## config.mk

```make
export PLATFORM = sky130hd
export DESIGN_NAME = pid_ctrl_gen2_flat
export DESIGN_NICKNAME = d
export VERILOG_FILES = /design/src/rtl/pid_ctrl_gen2_if.sv /design/src/rtl/pid_ctrl_gen2.sv /design/src/flat_wrapper.sv
export SDC_FILE = /design/constraint.sdc
export NUM_CORES = 1
export LEC_CHECK = 0
export ABC_CLOCK_PERIOD_IN_PS = 9200
export BUFFER_PORTS_ARGS = -buffer_cell sky130_fd_sc_hd__buf_4
export CELL_PAD_IN_SITES_DETAIL_PLACEMENT = 0
export CELL_PAD_IN_SITES_GLOBAL_PLACEMENT = 2
export CORE_ASPECT_RATIO = 1.2
export CORE_UTILIZATION = 38
export CTS_CLUSTER_DIAMETER = 150
export DETAILED_ROUTE_END_ITERATION = 8
export GPL_ROUTABILITY_DRIVEN = 0
export PLACE_DENSITY = 0.85
export SYNTH_ARGS = -nofsm -noshare
export SYNTH_HDL_FRONTEND = slang
export SYNTH_SLANG_ARGS = --single-unit
```

## constraint.sdc

```tcl
create_clock -name clk -period 9.2 [get_ports clk]
set_clock_uncertainty 0.15 [all_clocks]
set_input_delay 1.84 -clock clk [delete_from_list [all_inputs] [get_ports clk]]
set_output_delay 1.84 -clock clk [all_outputs]
set_load 0.03 [all_outputs]
```

## src/rtl/pid_ctrl_gen2_if.sv

```systemverilog
// Sample/command bundle between the inertial interface (master) and the balance PID (slave).
interface pid_ctrl_gen2_if #(
    parameter int unsigned OUT_W = 12
);
    logic                    pwr_up;
    logic                    rider_off;
    logic                    vld;
    logic signed [15:0]      ptch;
    logic signed [15:0]      ptch_rt;
    logic signed [OUT_W-1:0] PID_cntrl;
    logic                    pid_vld;
    logic [7:0]              ss_tmr;
    logic                    int_sat;

    modport master (
        output pwr_up, rider_off, vld, ptch, ptch_rt,
        input  PID_cntrl, pid_vld, ss_tmr, int_sat
    );

    modport slave (
        input  pwr_up, rider_off, vld, ptch, ptch_rt,
        output PID_cntrl, pid_vld, ss_tmr, int_sat
    );
endinterface

```

## src/rtl/pid_ctrl_gen2.sv

```systemverilog
// Two-stage balance PID: saturated error, anti-windup integrator, selectable D term,
// saturated registered output with optional soft-start scaling.
module pid_ctrl_gen2 #(
    parameter int unsigned ERR_W    = 10,
    parameter int unsigned OUT_W    = 12,
    parameter int unsigned INT_W    = 18,
    parameter int          P_COEFF  = 13,
    parameter int unsigned I_SHIFT  = 6,
    parameter int unsigned D_MODE   = 0,
    parameter int unsigned D_SHIFT  = 6,
    parameter int          D_COEFF  = 4,
    parameter bit          INT_SAT  = 1'b1,
    parameter int unsigned SS_W     = 27,
    parameter bit          SS_SCALE = 1'b0
) (
    input  logic           clk,
    input  logic           rst,
    pid_ctrl_gen2_if.slave bus
);
    // Wide enough that no P/I/D combination can wrap before output saturation.
    localparam int unsigned SUM_W     = 64;
    localparam int          ERR_MAX_I = 2 ** (ERR_W - 1) - 1;
    localparam int          ERR_MIN_I = -(2 ** (ERR_W - 1));
    localparam int          OUT_MAX_I = 2 ** (OUT_W - 1) - 1;
    localparam int          OUT_MIN_I = -(2 ** (OUT_W - 1));
    localparam logic signed [INT_W-1:0] IntMax = {1'b0, {(INT_W - 1){1'b1}}};
    localparam logic signed [INT_W-1:0] IntMin = {1'b1, {(INT_W - 1){1'b0}}};

    logic signed [ERR_W-1:0] err, err_q, prev_err_q;
    logic signed [INT_W-1:0] integ_q, integ_d;
    logic signed [INT_W:0]   integ_sum;
    logic                    ovf, ovf_set;
    logic signed [SUM_W-1:0] d_q, d_d;
    logic signed [SUM_W-1:0] p_term, i_term, sum, prod;
    logic signed [OUT_W-1:0] sat, pid_q, pid_d;
    logic                    stage2_q, pid_vld_q, int_sat_q;
    logic [SS_W-1:0]         ss_cnt_q;
    logic [7:0]              ss_tmr;

    assign ss_tmr = ss_cnt_q[SS_W-1 -: 8];

    always_comb begin
        if (32'(bus.ptch) > ERR_MAX_I) begin
            err = ERR_W'(ERR_MAX_I);
        end else if (32'(bus.ptch) < ERR_MIN_I) begin
            err = ERR_W'(ERR_MIN_I);
        end else begin
            err = bus.ptch[ERR_W-1:0];
        end
    end

    always_comb begin
        integ_sum = {integ_q[INT_W-1], integ_q} + (INT_W + 1)'(err);
        ovf       = integ_sum[INT_W] ^ integ_sum[INT_W-1];
        ovf_set   = ovf & INT_SAT;
        integ_d   = integ_sum[INT_W-1:0];
        if (ovf) begin
            if (INT_SAT) begin
                integ_d = integ_sum[INT_W] ? IntMin : IntMax;
            end else begin
                integ_d = integ_q;
            end
        end
    end

    // D is formed in stage 1 so stage 2 only needs the registered term.
    always_comb begin
        if (D_MODE == 1) begin
            d_d = -((SUM_W'(err) - SUM_W'(prev_err_q)) * SUM_W'(D_COEFF));
        end else begin
            d_d = -(SUM_W'(bus.ptch_rt) >>> D_SHIFT);
        end
    end

    always_comb begin
        p_term = SUM_W'(P_COEFF) * SUM_W'(err_q);
        i_term = SUM_W'(integ_q) >>> I_SHIFT;
        sum    = p_term + i_term + d_q;
        if (sum > SUM_W'(OUT_MAX_I)) begin
            sat = OUT_W'(OUT_MAX_I);
        end else if (sum < SUM_W'(OUT_MIN_I)) begin
            sat = OUT_W'(OUT_MIN_I);
        end else begin
            sat = sum[OUT_W-1:0];
        end
        prod  = SUM_W'(sat) * SUM_W'($signed({1'b0, ss_tmr}));
        pid_d = sat;
        if (SS_SCALE && (ss_tmr != 8'hFF)) begin
            pid_d = OUT_W'(prod >>> 8);
        end
    end

    always_ff @(posedge clk) begin
        if (rst) begin
            err_q      <= '0;
            prev_err_q <= '0;
            integ_q    <= '0;
            d_q        <= '0;
            stage2_q   <= 1'b0;
            pid_q      <= '0;
            pid_vld_q  <= 1'b0;
            int_sat_q  <= 1'b0;
            ss_cnt_q   <= '0;
        end else begin
            if (!bus.pwr_up) begin
                ss_cnt_q <= '0;
            end else if (ss_tmr != 8'hFF) begin
                ss_cnt_q <= ss_cnt_q + 1'b1;
            end

            stage2_q  <= bus.vld;
            pid_vld_q <= stage2_q;
            if (stage2_q) begin
                pid_q <= pid_d;
            end

            if (bus.vld || bus.rider_off) begin
                err_q <= err;
            end
            if (bus.vld) begin
                d_q <= d_d;
            end

            if (bus.rider_off) begin
                integ_q    <= '0;
                prev_err_q <= '0;
                int_sat_q  <= 1'b0;
            end else if (bus.vld) begin
                integ_q    <= integ_d;
                prev_err_q <= err;
                if (ovf_set) begin
                    int_sat_q <= 1'b1;
                end
            end
        end
    end

    assign bus.PID_cntrl = pid_q;
    assign bus.pid_vld   = pid_vld_q;
    assign bus.ss_tmr    = ss_tmr;
    assign bus.int_sat   = int_sat_q;
endmodule

```

## src/flat_wrapper.sv

```systemverilog
// flat-port wrapper written by rule: the top's interface ports become plain ports
module pid_ctrl_gen2_flat 
#(
    parameter int unsigned ERR_W    = 10,
    parameter int unsigned OUT_W    = 12,
    parameter int unsigned INT_W    = 18,
    parameter int          P_COEFF  = 13,
    parameter int unsigned I_SHIFT  = 6,
    parameter int unsigned D_MODE   = 0,
    parameter int unsigned D_SHIFT  = 6,
    parameter int          D_COEFF  = 4,
    parameter bit          INT_SAT  = 1'b1,
    parameter int unsigned SS_W     = 27,
    parameter bit          SS_SCALE = 1'b0
)
  (clk, rst, bus_pwr_up, bus_rider_off, bus_vld, bus_ptch, bus_ptch_rt, bus_PID_cntrl, bus_pid_vld, bus_ss_tmr, bus_int_sat);
  pid_ctrl_gen2_if #(.OUT_W(OUT_W)) bus_i ();
  input  logic clk;
  input  logic rst;
  input wire logic [$bits(bus_i.pwr_up)-1:0] bus_pwr_up;
  input wire logic [$bits(bus_i.rider_off)-1:0] bus_rider_off;
  input wire logic [$bits(bus_i.vld)-1:0] bus_vld;
  input wire logic [$bits(bus_i.ptch)-1:0] bus_ptch;
  input wire logic [$bits(bus_i.ptch_rt)-1:0] bus_ptch_rt;
  output wire logic [$bits(bus_i.PID_cntrl)-1:0] bus_PID_cntrl;
  output wire logic [$bits(bus_i.pid_vld)-1:0] bus_pid_vld;
  output wire logic [$bits(bus_i.ss_tmr)-1:0] bus_ss_tmr;
  output wire logic [$bits(bus_i.int_sat)-1:0] bus_int_sat;
  assign bus_i.pwr_up = bus_pwr_up;
  assign bus_i.rider_off = bus_rider_off;
  assign bus_i.vld = bus_vld;
  assign bus_i.ptch = bus_ptch;
  assign bus_i.ptch_rt = bus_ptch_rt;
  assign bus_PID_cntrl = bus_i.PID_cntrl;
  assign bus_pid_vld = bus_i.pid_vld;
  assign bus_ss_tmr = bus_i.ss_tmr;
  assign bus_int_sat = bus_i.int_sat;
  pid_ctrl_gen2 #(.ERR_W(ERR_W), .OUT_W(OUT_W), .INT_W(INT_W), .P_COEFF(P_COEFF), .I_SHIFT(I_SHIFT), .D_MODE(D_MODE), .D_SHIFT(D_SHIFT), .D_COEFF(D_COEFF), .INT_SAT(INT_SAT), .SS_W(SS_W), .SS_SCALE(SS_SCALE)) u_core (.clk(clk), .rst(rst), .bus(bus_i));
endmodule
```

==> tab_implementation.tex <==
\begin{tabular}{lr}
\hline
Metric & Value \\
\hline
\multicolumn{2}{l}{\textbf{GRT}} \\
First-pass GRT wire length & 52250 um \\
Largest net degree at the start of global routing & 96 \\
Number of antenna violations at the first check in global routing & 0 \\
Overflow left after global routing & 0 \\
Global router's overall resource usage & 22.69\% \\
Number of global-route vias before repair & 9955 \\
\multicolumn{2}{l}{\textbf{Setup path}} \\
WS Path Type & reg2reg \\
Largest stage delay, worst path & 0.79 ns \\
Max stage delay cell, worst path & sky130\_fd\_sc\_hd\_\_ha\_1 \\
Most used cell, CP & sky130\_fd\_sc\_hd\_\_a21oi\_1 \\
Slack of the worst reg-to-reg path & 0.65 ns \\
Reg2Reg Capture Point & u\_core.bus.PID\_cntrl[5] \\
Data required time of the worst path & 9.28 ns \\
Biggest fanout along the worst timing path & 21 \\
Arrival time at the worst endpoint & 8.63 ns \\
R2R depth & 32 \\
Crit. End Element & register \\
Launching point of the worst reg2reg path & u\_core.err\_q[2] \\
Crit path launch & u\_core.err\_q[2] \\
Kind of start point of the critical path & register \\
\multicolumn{2}{l}{\textbf{Synth}} \\
Summed instance area of the synthesized netlist & 0.01077 sq mm \\
Async set or reset register ratio after synthesis & 0\% \\
Top cells by area in the synthesized netlist & sky130\_fd\_sc\_hd\_\_dfxtp\_1 20\%, sky130\_fd\_sc\_hd\_\_ha\_1 13\%, sky130\_fd\_sc\_hd\_\_nor2\_1 4.8\% \\
Leading area contributor after synthesis & sky130\_fd\_sc\_hd\_\_dfxtp\_1 \\
Syn avg cell area & 7.935 sq um \\
Most common library cells after synthesis & 138 x sky130\_fd\_sc\_hd\_\_nor2\_1, 115 x sky130\_fd\_sc\_hd\_\_ha\_1, 105 x sky130\_fd\_sc\_hd\_\_dfxtp\_1 \\
Sequential element share of the synthesized area & 19.52\% \\
Number of enable flip-flop cells after synthesis & 0 \\
Number of instances in the synthesized netlist & 1357 \\
Nets in the synthesized netlist & 1530 \\
Register bit total from synthesis & 105 \\
Most common cell in the netlist & sky130\_fd\_sc\_hd\_\_nor2\_1 \\
Share of the synthesized area in the top cell type & 19.52\% \\
Number of distinct library cells after synthesis & 93 \\
Warning count from the yosys run & 0 \\
Commonest register cell after synthesis & sky130\_fd\_sc\_hd\_\_dfxtp\_1 \\
\multicolumn{2}{l}{\textbf{Timing}} \\
Accumulated negative setup slack & 0 ns \\
Maximum clock frequency & 116.9 MHz \\
Worst slew pin tran & 1.056 ns \\
RSZ-0062 raised after global routing & no \\
Worst hold margin & 0.3313 ns \\
Minimum clock period & 8.551 ns \\
Number of failing hold endpoints at the final stage & 0 \\
Final number of max-transition violations & 0 \\
Period Utilization, post-route & 92.95\% \\
Endpoints failing setup & 0 \\
Slew margin rel. & 29.57\% \\
Slack of the critical path & 0.6489 ns \\
\multicolumn{2}{l}{\textbf{Die}} \\
Core Footprint & 0.02792 sq mm \\
Total number of placement rows & 67 \\
DIE WIDTH & 155.7 um \\
Y dimension of the die & 186.4 um \\
\# IOs & 59 \\
Effective utilization at floorplan & 38.57\% \\
Die outline area & 0.02902 sq mm \\
\multicolumn{2}{l}{\textbf{Detailed routing}} \\
Total routed wirelength & 32070 um \\
Via count & 9917 \\
Total DRC errors in the routed layout & 0 \\
Iter 0 DRT Violations & 510 \\
Wire length per cell & 18.41 um \\
Number of vias per cell & 5.693 \\
Routed Antenna Nets & 0 \\
TritonRoute pass-1 iters & 5 \\
\multicolumn{2}{l}{\textbf{Layout}} \\
Layout Cells excl Fill & 1742 \\
Diodes inserted & 0 \\
Number of fill cells & 2869 \\
Proportion of layout cells with a drive suffix above 1 & 9.318\% \\
Sequential standard cell area & 0.002102 sq mm \\
Net count reported at finish & 1532 \\
Layout Utilization & 41.78\% \\
Area growth, synth to finish & 8.320\% \\
Area taken by multi-input logic gates & 0.008097 sq mm \\
Post-route cell area & 0.01166 sq mm \\
\multicolumn{2}{l}{\textbf{CTS}} \\
CTS H-tree lvls & 3 \\
TritonCTS clock tree & built \\
Source-to-sink clock delay at the later pin of the worst-skew pair & 0.37 ns \\
Hold bufs inserted after CTS & 0 \\
Root buffer cell & sky130\_fd\_sc\_hd\_\_clkbuf\_16 \\
TritonCTS buffer count & 9 \\
CTS Buffer Depth & 2 \\
Clock input transition at the sequential cells of the worst setup and hold paths & 0.07 ns \\
Clock sink count & 105 \\
\multicolumn{2}{l}{\textbf{Hold path}} \\
WHS Endpoint & u\_core.bus.PID\_cntrl[11] \\
Startpoint of the worst hold path & u\_core.bus.PID\_cntrl[11] \\
Hold crit path type & reg2reg \\
Min-Delay Path Depth & 2 \\
\multicolumn{2}{l}{\textbf{Status}} \\
Status & finished, final reports clean \\
\multicolumn{2}{l}{\textbf{Place}} \\
Port Buffers & 52 \\
Count of placed standard cells including taps & 1725 \\
Post-detailed-placement cell area & 0.01135 sq mm \\
Half-perimeter wire length after placement & 25470 um \\
Placement Setup Slack & 0.6910 ns \\
\multicolumn{2}{l}{\textbf{Flow run}} \\
Max cap viols & 0 \\
\multicolumn{2}{l}{\textbf{Pwr}} \\
Leakage power & 4.944 nW \\
Power density normalized to cell area & 143.4 mW/mm\^{}2 \\
Worst vdd rail ir drop & 0.07723 mV \\
Power consumption & 1.672 mW \\
\hline
\end{tabular}
==> layout by cell type, fill, tap and decap left out, types with 6 or more instances in the layout <==
cell type,instances
sky130_fd_sc_hd__a211oi_1,24
sky130_fd_sc_hd__nor4_1,14
sky130_fd_sc_hd__o32ai_2,8
sky130_fd_sc_hd__nand3_1,27
sky130_fd_sc_hd__nor2b_1,11
sky130_fd_sc_hd__and3_1,10
sky130_fd_sc_hd__a21oi_2,6
sky130_fd_sc_hd__o21ai_1,9
sky130_fd_sc_hd__nand2_1,101
sky130_fd_sc_hd__xnor2_1,42
sky130_fd_sc_hd__ha_1,113
sky130_fd_sc_hd__a31oi_1,23
sky130_fd_sc_hd__and2_1,9
sky130_fd_sc_hd__dfxtp_1,105
sky130_fd_sc_hd__o31ai_1,7
sky130_fd_sc_hd__clkbuf_16,9
sky130_fd_sc_hd__buf_4,63
sky130_fd_sc_hd__o21ai_0,71
sky130_fd_sc_hd__fa_1,21
sky130_fd_sc_hd__nand2b_1,18
sky130_fd_sc_hd__mux2i_1,27
sky130_fd_sc_hd__inv_1,59
sky130_fd_sc_hd__a21oi_1,98
sky130_fd_sc_hd__or3_1,27
sky130_fd_sc_hd__o211ai_1,15
sky130_fd_sc_hd__o21a_1,28
sky130_fd_sc_hd__a21o_1,40
sky130_fd_sc_hd__xor2_1,46
sky130_fd_sc_hd__nor3_1,27
sky130_fd_sc_hd__o21bai_1,17
sky130_fd_sc_hd__nand4_1,34
sky130_fd_sc_hd__nor2_1,138
==> worst max-delay path, delay by kind of cell, from the launching register on <==
| kind | cells | cell delay [ns] |
|---|---|---|
| buffers and inverters | 4 | 0.55 |
| and+or+nand+nor | 8 | 2.12 |
| AOI/OAI and AO/OA | 14 | 2.54 |
| xor gates and xnor gates | 1 | 0.17 |
| adders and majority gates | 5 | 2.47 |
| DFF | 1 | 0.35 |
==> final cells by class <==
| type | count | area share, % |
|---|---|---|
| multi-input cells | 1121 | 69.42 |
| repair buffers | 63 | 4.055 |
| flip-flops and latches | 105 | 18.02 |
| inverters | 59 | 1.899 |
| well taps | 379 | 4.066 |
| clock buffers | 11 | 2.081 |
| clock inverters | 4 | 0.4613 |
==> layer usage <==
metal  part of all wire [%]  up-vias  global-route usage [%]
li1                       -     4973                       -
met1                     43     4646                   26.90
met2                     50      223                   39.93
met3                    2.9       75                   2.671
met4                    4.5        0                   11.54
met5                      0        -                       0
==> flip-flops by register name, summed over array words and instances, names as in the netlist <==
register	cells
u_core.bus.int_sat	1
u_core.err_q	10
u_core.integ_q	18
u_core.bus.PID_cntrl	12
u_core.stage2_q	1
u_core.bus.pid_vld	1
u_core.ss_cnt_q	27
u_core.d_q	35
==> worst max-delay path by stage <==
| stage | to | slack (ns) | cells after the start |
|---|---|---|---|
| 6_report | u_core.bus.PID_cntrl[5] | 0.65 | 32 |
| 5_1_grt | u_core.bus.PID_cntrl[5] | 0.01 | 32 |
| 4_1_cts | u_core.bus.PID_cntrl[5] | 0.62 | 32 |
| 3_5_place_dp | u_core.bus.PID_cntrl[5] | 0.69 | 32 |
| 3_3_place_gp | u_core.bus.PID_cntrl[0] | 0.71 | 32 |
| 2_1_floorplan | u_core.bus.PID_cntrl[2] | 1.18 | 32 |
==> power breakdown <==
group          switching, mW  internal, mW  leakage (nW)  total [mW]
Clock                  0.182         0.218         0.138       0.400
Combinational          0.476         0.286          3.94       0.762
Sequential            0.0258         0.484         0.862       0.510
Total                  0.684         0.988          4.94        1.67
==> repair_timing <==
action | CTS | global route
setup endpoints to repair | 0 | 11
setup buffers | 0 | 2
resized for setup | 0 | 2
==> kinds of logic (layout without fill, tap and decap cells) <==
logic type | after synthesis | after routing | synth area share (%)
XOR/XNOR | 89 | 89 | 7.239
buffers and inverters | 131 | 137 | 5.403
AO/OA/AOI/OAI | 418 | 418 | 27.27
multiplexers | 28 | 28 | 2.614
adder cells (fa/ha/maj) | 136 | 136 | 17.27
AND/OR/NAND/NOR | 450 | 450 | 20.68
flip-flops | 105 | 105 | 19.52
(Power assumes the default switching activity.)
